===== config.mk =====
export PLATFORM = sky130hd
export DESIGN_NAME = reg_dump_tx
export DESIGN_NICKNAME = d
export VERILOG_FILES = /design/src/rtl/reg_dump_tx.sv
export SDC_FILE = /design/constraint.sdc
export NUM_CORES = 1
export LEC_CHECK = 0
export CAP_MARGIN = 20
export CORE_ASPECT_RATIO = 1.5
export CORE_MARGIN = 3
export CORE_UTILIZATION = 40
export DETAILED_ROUTE_END_ITERATION = 7
export PLACE_DENSITY = 0.7
export REMOVE_ABC_BUFFERS = 1
export SLEW_MARGIN = 20
export SYNTH_ARGS = -nofsm -noshare
export SYNTH_HDL_FRONTEND = slang
export SYNTH_SLANG_ARGS = --single-unit
export TNS_END_PERCENT = 10

===== constraint.sdc =====
create_clock -name clk -period 5.3 [get_ports clk]
set_input_delay 0.795 -clock clk [delete_from_list [all_inputs] [get_ports clk]]
set_output_delay 0.795 -clock clk [all_outputs]
set_load 0.05 [all_outputs]

===== src/rtl/reg_dump_tx.sv =====
// ---------------------------------------------------------------------------
// reg_dump_tx
//
// Serial readout engine for the 8-entry register file of the McCoy CPU.
// When it receives a start request, it takes over the register file read
// port and walks x0..x[LAST_REG] in order. Each value is sent on one pin as
// a framed serial word:
//
//   start(0), addr[2:0] MSB first, data[7:0] MSB first, [parity], stop(1)
//
// Every bit is held for CLKS_PER_BIT clocks. Before each frame the engine
// waits in WAIT until the sink raises tx_ready. Once a frame has started it
// always runs to the end.
//
// Build option:
//   REG_DUMP_PARITY_EN - when defined, an even-parity bit (XOR of addr and
//                        data) is placed before the stop bit. This gives a
//                        14-bit frame instead of 13 bits. The ports are the
//                        same in both builds.
//
// Parameters:
//   CLKS_PER_BIT  clocks per serial bit (1..255)
//   LAST_REG      highest register index dumped (0..7)
//
// Ports:
//   clk       rising-edge clock
//   reset     synchronous, active-low reset
//   start     dump request, sampled only in IDLE
//   tx_ready  sink flow control, sampled only in WAIT
//   rd_data   register file read data (combinational from rd_addr)
//   rd_addr   register file read address, valid while rd_busy is high
//   rd_busy   high for the whole dump; the CPU must not write registers
//   tx        serial output, idles high
//   done      one-cycle pulse when the dump completes
// ---------------------------------------------------------------------------
module reg_dump_tx #(
    parameter int CLKS_PER_BIT = 4,
    parameter int LAST_REG     = 7
) (
    input  logic       clk,
    input  logic       reset,
    input  logic       start,
    input  logic       tx_ready,
    input  logic [7:0] rd_data,
    output logic [2:0] rd_addr,
    output logic       rd_busy,
    output logic       tx,
    output logic       done
);

`ifdef REG_DUMP_PARITY_EN
    localparam int FRAME_BITS = 14;
`else
    localparam int FRAME_BITS = 13;
`endif

    localparam logic [3:0] LAST_BIT  = 4'(FRAME_BITS - 1);
    localparam logic [7:0] BAUD_LAST = 8'(CLKS_PER_BIT - 1);
    localparam logic [2:0] LAST_ADDR = 3'(LAST_REG);

    typedef enum logic [2:0] {
        S_IDLE,
        S_FETCH,
        S_WAIT,
        S_SHIFT,
        S_DONE
    } state_t;

    state_t                  state;
    state_t                  next_state;
    logic [7:0]              baud_cnt;
    logic [3:0]              bit_cnt;
    logic [FRAME_BITS-1:0]   frame_sr;
    logic                    baud_wrap;
    logic                    bit_last;
    logic                    addr_last;

`ifdef REG_DUMP_PARITY_EN
    // Even parity: the parity bit makes the total number of ones
    // across addr, data and parity even.
    function automatic logic even_parity(input logic [10:0] bits);
        return ^bits;
    endfunction
`endif

    // Builds the complete frame, MSB first. The MSB is shifted out first.
    function automatic logic [FRAME_BITS-1:0] build_frame(
        input logic [2:0] addr,
        input logic [7:0] data
    );
`ifdef REG_DUMP_PARITY_EN
        return {1'b0, addr, data, even_parity({addr, data}), 1'b1};
`else
        return {1'b0, addr, data, 1'b1};
`endif
    endfunction

    assign baud_wrap = (state == S_SHIFT) && (baud_cnt == BAUD_LAST);
    assign bit_last  = (bit_cnt == LAST_BIT);
    assign addr_last = (rd_addr == LAST_ADDR);

    // ------------------------------------------------------------------
    // State register
    // ------------------------------------------------------------------
    always_ff @(posedge clk) begin
        if (!reset) begin
            state <= S_IDLE;
        end else begin
            state <= next_state;
        end
    end

    // ------------------------------------------------------------------
    // Next-state and output decode
    // ------------------------------------------------------------------
    always_comb begin
        next_state = state;
        rd_busy    = 1'b0;
        tx         = 1'b1;
        done       = 1'b0;
        case (state)
            S_IDLE: begin
                if (start) begin
                    next_state = S_FETCH;
                end
            end
            S_FETCH: begin
                rd_busy    = 1'b1;
                next_state = S_WAIT;
            end
            S_WAIT: begin
                rd_busy = 1'b1;
                if (tx_ready) begin
                    next_state = S_SHIFT;
                end
            end
            S_SHIFT: begin
                rd_busy = 1'b1;
                tx      = frame_sr[FRAME_BITS-1];
                if (baud_wrap && bit_last) begin
                    next_state = addr_last ? S_DONE : S_FETCH;
                end
            end
            S_DONE: begin
                done       = 1'b1;
                next_state = S_IDLE;
            end
            default: begin
                next_state = S_IDLE;
            end
        endcase
    end

    // ------------------------------------------------------------------
    // Baud/bit counters and register index
    // ------------------------------------------------------------------
    always_ff @(posedge clk) begin
        if (!reset) begin
            baud_cnt <= '0;
            bit_cnt  <= '0;
            rd_addr  <= '0;
        end else begin
            case (state)
                S_SHIFT: begin
                    if (baud_wrap) begin
                        baud_cnt <= '0;
                        if (bit_last) begin
                            bit_cnt <= '0;
                            // The index only moves forward between frames. On
                            // the final frame it stays in place, and DONE
                            // clears it.
                            if (!addr_last) begin
                                rd_addr <= rd_addr + 3'd1;
                            end
                        end else begin
                            bit_cnt <= bit_cnt + 4'd1;
                        end
                    end else begin
                        baud_cnt <= baud_cnt + 8'd1;
                    end
                end
                S_DONE: begin
                    baud_cnt <= '0;
                    bit_cnt  <= '0;
                    rd_addr  <= '0;
                end
                default: begin
                    baud_cnt <= '0;
                    bit_cnt  <= '0;
                end
            endcase
        end
    end

    // ------------------------------------------------------------------
    // Frame shift register (data path, no reset needed: it is only
    // observed in SHIFT, and every SHIFT is preceded by a FETCH load)
    // ------------------------------------------------------------------
    always_ff @(posedge clk) begin
        if (state == S_FETCH) begin
            frame_sr <= build_frame(rd_addr, rd_data);
        end else if (baud_wrap) begin
            frame_sr <= {frame_sr[FRAME_BITS-2:0], 1'b1};
        end
    end

endmodule


== Word-level counts from Yosys, hierarchy flattened ==
Cells that the tools add are included.

* Flip-flop bits (word level): 30
* Logic and storage cells: 49
* Bits of input ports: 12
* Output and inout port bits: 6

* Multiplexer cells: 15
* $add $sub $neg: 3
* Reductions and logical operators: 10
* Bitwise gates (word level): 2
* Equal/unequal tests: 13

{| class="wikitable"
|+ Operator list
! cell !! number
|-
| two-way mux 12 bit || 2
|-
| two-way mux 3 bit || 7
|-
| case mux 3 bit (4 select lines) || 1
|-
| != test 2 bit (second input constant) || 5
|-
| adder 8 x 1 -> 8 bit (second input constant) || 1
|-
| equality test 8 x 2 -> 1 bit (second input constant) || 1
|-
| equality test 3 x 2 -> 1 bit (second input constant) || 2
|-
| equality test 3 bit (second input constant) || 2
|-
| case mux 3 bit (2 select lines) || 1
|-
| OR reduction 3 bit || 2
|-
| adder 4 x 1 -> 4 bit (second input constant) || 1
|-
| equality test 4 bit (second input constant) || 1
|-
| two-way mux 4 bit || 1
|-
| AND reduction 4 bit || 1
|-
| nonzero test 2 bit || 2
|-
| adder 3 x 1 -> 3 bit (second input constant) || 1
|-
| equality test 3 x 1 -> 1 bit (second input constant) || 1
|-
| logical NOT 3 bit || 1
|-
| two-way mux 1 bit || 3
|-
| AND reduction 3 bit || 1
|-
| logical AND 1 bit || 2
|-
| != test 2 x 1 -> 1 bit (second input constant) || 1
|-
| inverter 1 bit || 2
|-
| AND reduction 2 bit || 1
|}

== Longest topological paths before layout ==
* Word-level depth: 5
* Mapped depth: 6
* Mapped depth without buffers: 6

== Worst setup path before layout ==
OpenSTA, ideal clock, no wires.

* Path kind: reg2out
* Start: register state[1]
* End: output rd_busy
* Path slack: 3.348 ns
* Cell stages (with the launch flop): 3
* Path buffers: 0
* Arrival time: 1.157 ns
* Data required time: 4.505 ns
* Cell sequence: dfxtp_1 nor2_1 nor2_1

* Longest elaborated chain between the ends: 3
* Elaborated cells on any way between the ends: 5
* Those cells by class: eq/ne: 3; mux: 1; reduce/logical: 1

{| class="wikitable"
|+ RTL lines
! element !! RTL line !! source
|-
| start, declared || 69 || <nowiki>state_t state;</nowiki>
|-
| start signal, assigned || 109 || <nowiki>state <= next_state;</nowiki>
|-
| equality test 3 x 2 -> 1 bit or equality test 3 x 1 -> 1 bit (tied branches) || 121 || <nowiki>case (state)</nowiki>
|-
| OR reduction 3 bit (no line) * || n/a ||
|-
| two-way mux 1 bit * || 121 ||
|-
| end, declared || 46 || <nowiki>output logic rd_busy,</nowiki>
|}

Every way passes the cells marked *; elsewhere a longest branch is shown, timed or not.

== Final worst setup path ==
* Start: register state[1]
* End: output tx

* Longest elaborated chain between the ends: 2

{| class="wikitable"
|+ RTL lines
! element !! RTL line !! source
|-
| equality test 3 x 2 -> 1 bit || 121 ||
|-
| two-way mux 1 bit || 121 ||
|-
| end, declared || 47 || <nowiki>output logic tx,</nowiki>
|}

No other way between the ends.

==> results_dict.tcl <==
set metrics [dict create \
    syn_area_sq_um 1380 \
    path_class "flop to output port" \
    yosysSeqAreaShare_pct 51.7 \
    num_rows 25 \
    clk_path_buf_depth 2 \
    initial_core_util_pct 42.7 \
    synth_warnings 0 \
    first_pass_iters 4 \
    cts_hold_buf 0 \
    drive_gt1_share_pct 16.3 \
    synth_xor_area_share_pct 3.82 \
    via_per_inst 5.48 \
    hold_viol 0 \
    total_leakage_power_nw 0.619 \
    power_density_nw_per_um2 287 \
    slew_headroom_pct 36.3 \
    cts.clk_slew.worst_paths_ns 0.06 \
    avgSynthCellArea_sq_um 11.1 \
    slowest_stage "clkdlybuf4s50_1" \
    ant_nets 0 \
    status "finished, final reports clean" \
    antenna_cells 0 \
    die_w_um 53.9 \
    maxSlewViolCount 0 \
    layout_common_cells "dfxtp_1 (19), clkdlybuf4s50_1 (17), nor2_1 (12)" \
    synth_cell_types 35 \
    tns_ns 0 \
    tritoncts "yes" \
    dieArea_sq_um 4190 \
    ys_ff_latch 30 \
    rsz0062_at_grt "false" \
    synth_top_family_by_area "simple AND/OR/NAND/NOR gates" \
    hp-class "flop to flop" \
    drtIter0Drc 22 \
    critPathMaxStageDelay_ns 0.70 \
    cap_violations 0 \
    antenna_found_initial 0 \
    ios 18 \
    fmax_mhz 376 \
    grt.total_usage_pct 15.5 \
    htreeDepth 2 \
    ctsRootBufferMaster "clkbuf_8" \
    dp_hpwl_um 1990 \
    synthAdderAreaFrac_pct 4.55 \
    numCtsBuffers 5 \
    drt_wl_total_um 2670 \
    syn2layout_area_growth_pct 21.7 \
    fp.coreArea_sq_um 3220 \
    drc_errors 0 \
    cp.arrival_ns 1.86 \
    io_buffers 17 \
    fp.dieH_um 77.8 \
    grt_pass1_vias 1073 \
    fin_nets 163 \
    synth_compound_area_share_pct 8.19 \
    ir_drop_mv 0.221 \
    syn_inst 124 \
    cp-end-kind "output port" \
    fin_crit_sh_pct 50.2 \
    period_needed_ns 2.66 \
    vias 1024 \
    synth_mux_area_share_pct 8.92 \
    grt_first_pass_wirelength_um 4700 \
    finalPower_mw 0.481 \
    cp_max_fo 6 \
    clock_sinks 30 \
    post-cts-setup-buffers 0 \
    final_common_cell "dfxtp_1" \
    fill_cells 286 \
    clock_skew_ns 0.00352 \
    grt_max_degree 14 \
    setup_viol 0 \
    crit_path_start_kind "flop" \
    cts_resized 0 \
    gp_congestion 0.739 \
    worstPathRequired_ns 4.51 \
    path_cells "nand3b_1, or2_2, clkdlybuf4s50_1" \
    clk_latency_ns 0.28 \
    grt_overflow_total 0 \
    worst_pin_slew_ns 0.951 \
    yosys.area_share.simple_pct 21.4 \
    wl_per_cell_um 14.3 \
]
sequential cells by signal, summed over array words and instances (netlist names):
signal    flops
baud_cnt      8
bit_cnt       4
frame_sr     12
rd_addr       3
state         3
worst paths after layout:
check                                 start     endpoint  slack [ns]  cells past startpoint
worst max-delay path               state[1]           tx        2.64                      3
worst min-delay path            baud_cnt[0]  baud_cnt[0]        0.49                      1
worst max register to register  baud_cnt[0]  frame_sr[8]        3.21                      4
worst min register to register  baud_cnt[0]  baud_cnt[0]        0.49                      1
logic make-up after synthesis:
group | after synthesis
mux | 11
xor+xnor | 6
flops | 30
simple gates | 52
compound gates | 16
buf+inv | 4
fa+ha+maj | 5
power breakdown:
| part | switching [mW] | internal [mW] |
|---|---|---|
| combinational | 0.0200 | 0.0217 |
| sequential | 0.00411 | 0.250 |
| clock | 0.0809 | 0.104 |
cell usage after synthesis:
cell,instances,area share (%)
nand2_1,9,2.5
edfxtp_1,11,24
nor3_1,2,0.73
nor2_1,12,3.3
nand2_2,1,0.46
nor3b_2,1,0.91
and2_1,3,1.4
buf_4,1,0.55
nor4b_4,1,1.7
mux2_2,10,8.2
o22ai_1,1,0.46
nand3b_1,2,1.1
inv_1,2,0.55
or2_2,1,0.46
a21oi_1,5,1.8
nand3_1,8,2.9
o211a_1,1,0.73
a21oi_2,1,0.64
or3_1,1,0.46
a21o_1,1,0.55
and3_2,2,1.1
dfxtp_1,19,28
xnor2_1,1,0.64
o21ai_0,2,0.73
o32ai_1,1,0.64
nand2b_1,2,0.91
o2bb2ai_1,2,1.3
mux2i_1,1,0.73
xor2_1,5,3.2
ha_1,5,4.5
a2bb2oi_1,1,0.64
and3_1,5,2.3
nand4b_1,2,1.3
a41o_1,1,0.73
buf_2,1,0.36
per-stage QoR:
step                      setup WS [ns]  instance area (sq um)  hold slack (ns)  std cells  utilization, %
after floorplan                    3.35                   1360            0.437        122               -
after global placement             2.96                   1580            0.462        179            49.1
after detailed placement           2.94                   1580            0.471        179            49.1
final                              2.64                   1670            0.486        187            52.0
after global routing               2.55                   1670            0.514        187            52.0
after CTS                          2.63                   1670            0.486        187            52.0
critical path: cells and delay by family, from the launching register on:
kind,cells,cell delay (ns)
buffers and inverters,1,0.70
flip-flops,1,0.44
AND/OR/NAND/NOR,2,0.45
layer usage:
metal,vias to the layer above,track usage (%),wire length (um)
li1,497,-,-
met1,497,16.8,1070
met2,25,25.5,1430
met3,5,4.99,118
met4,0,8.44,60
met5,-,0,0
layout make-up:
class	instances	area, sq um	area share, %
multi-input combinational	90	644	38.5
timing repair buffer	17	170	10.2
clock buffer	7	86.3	5.16
clock inverter	1	5.00	0.299
inverter	2	7.51	0.448
sequential	30	711	42.5
tap	40	50.0	2.99
(Power assumes the default switching activity.)
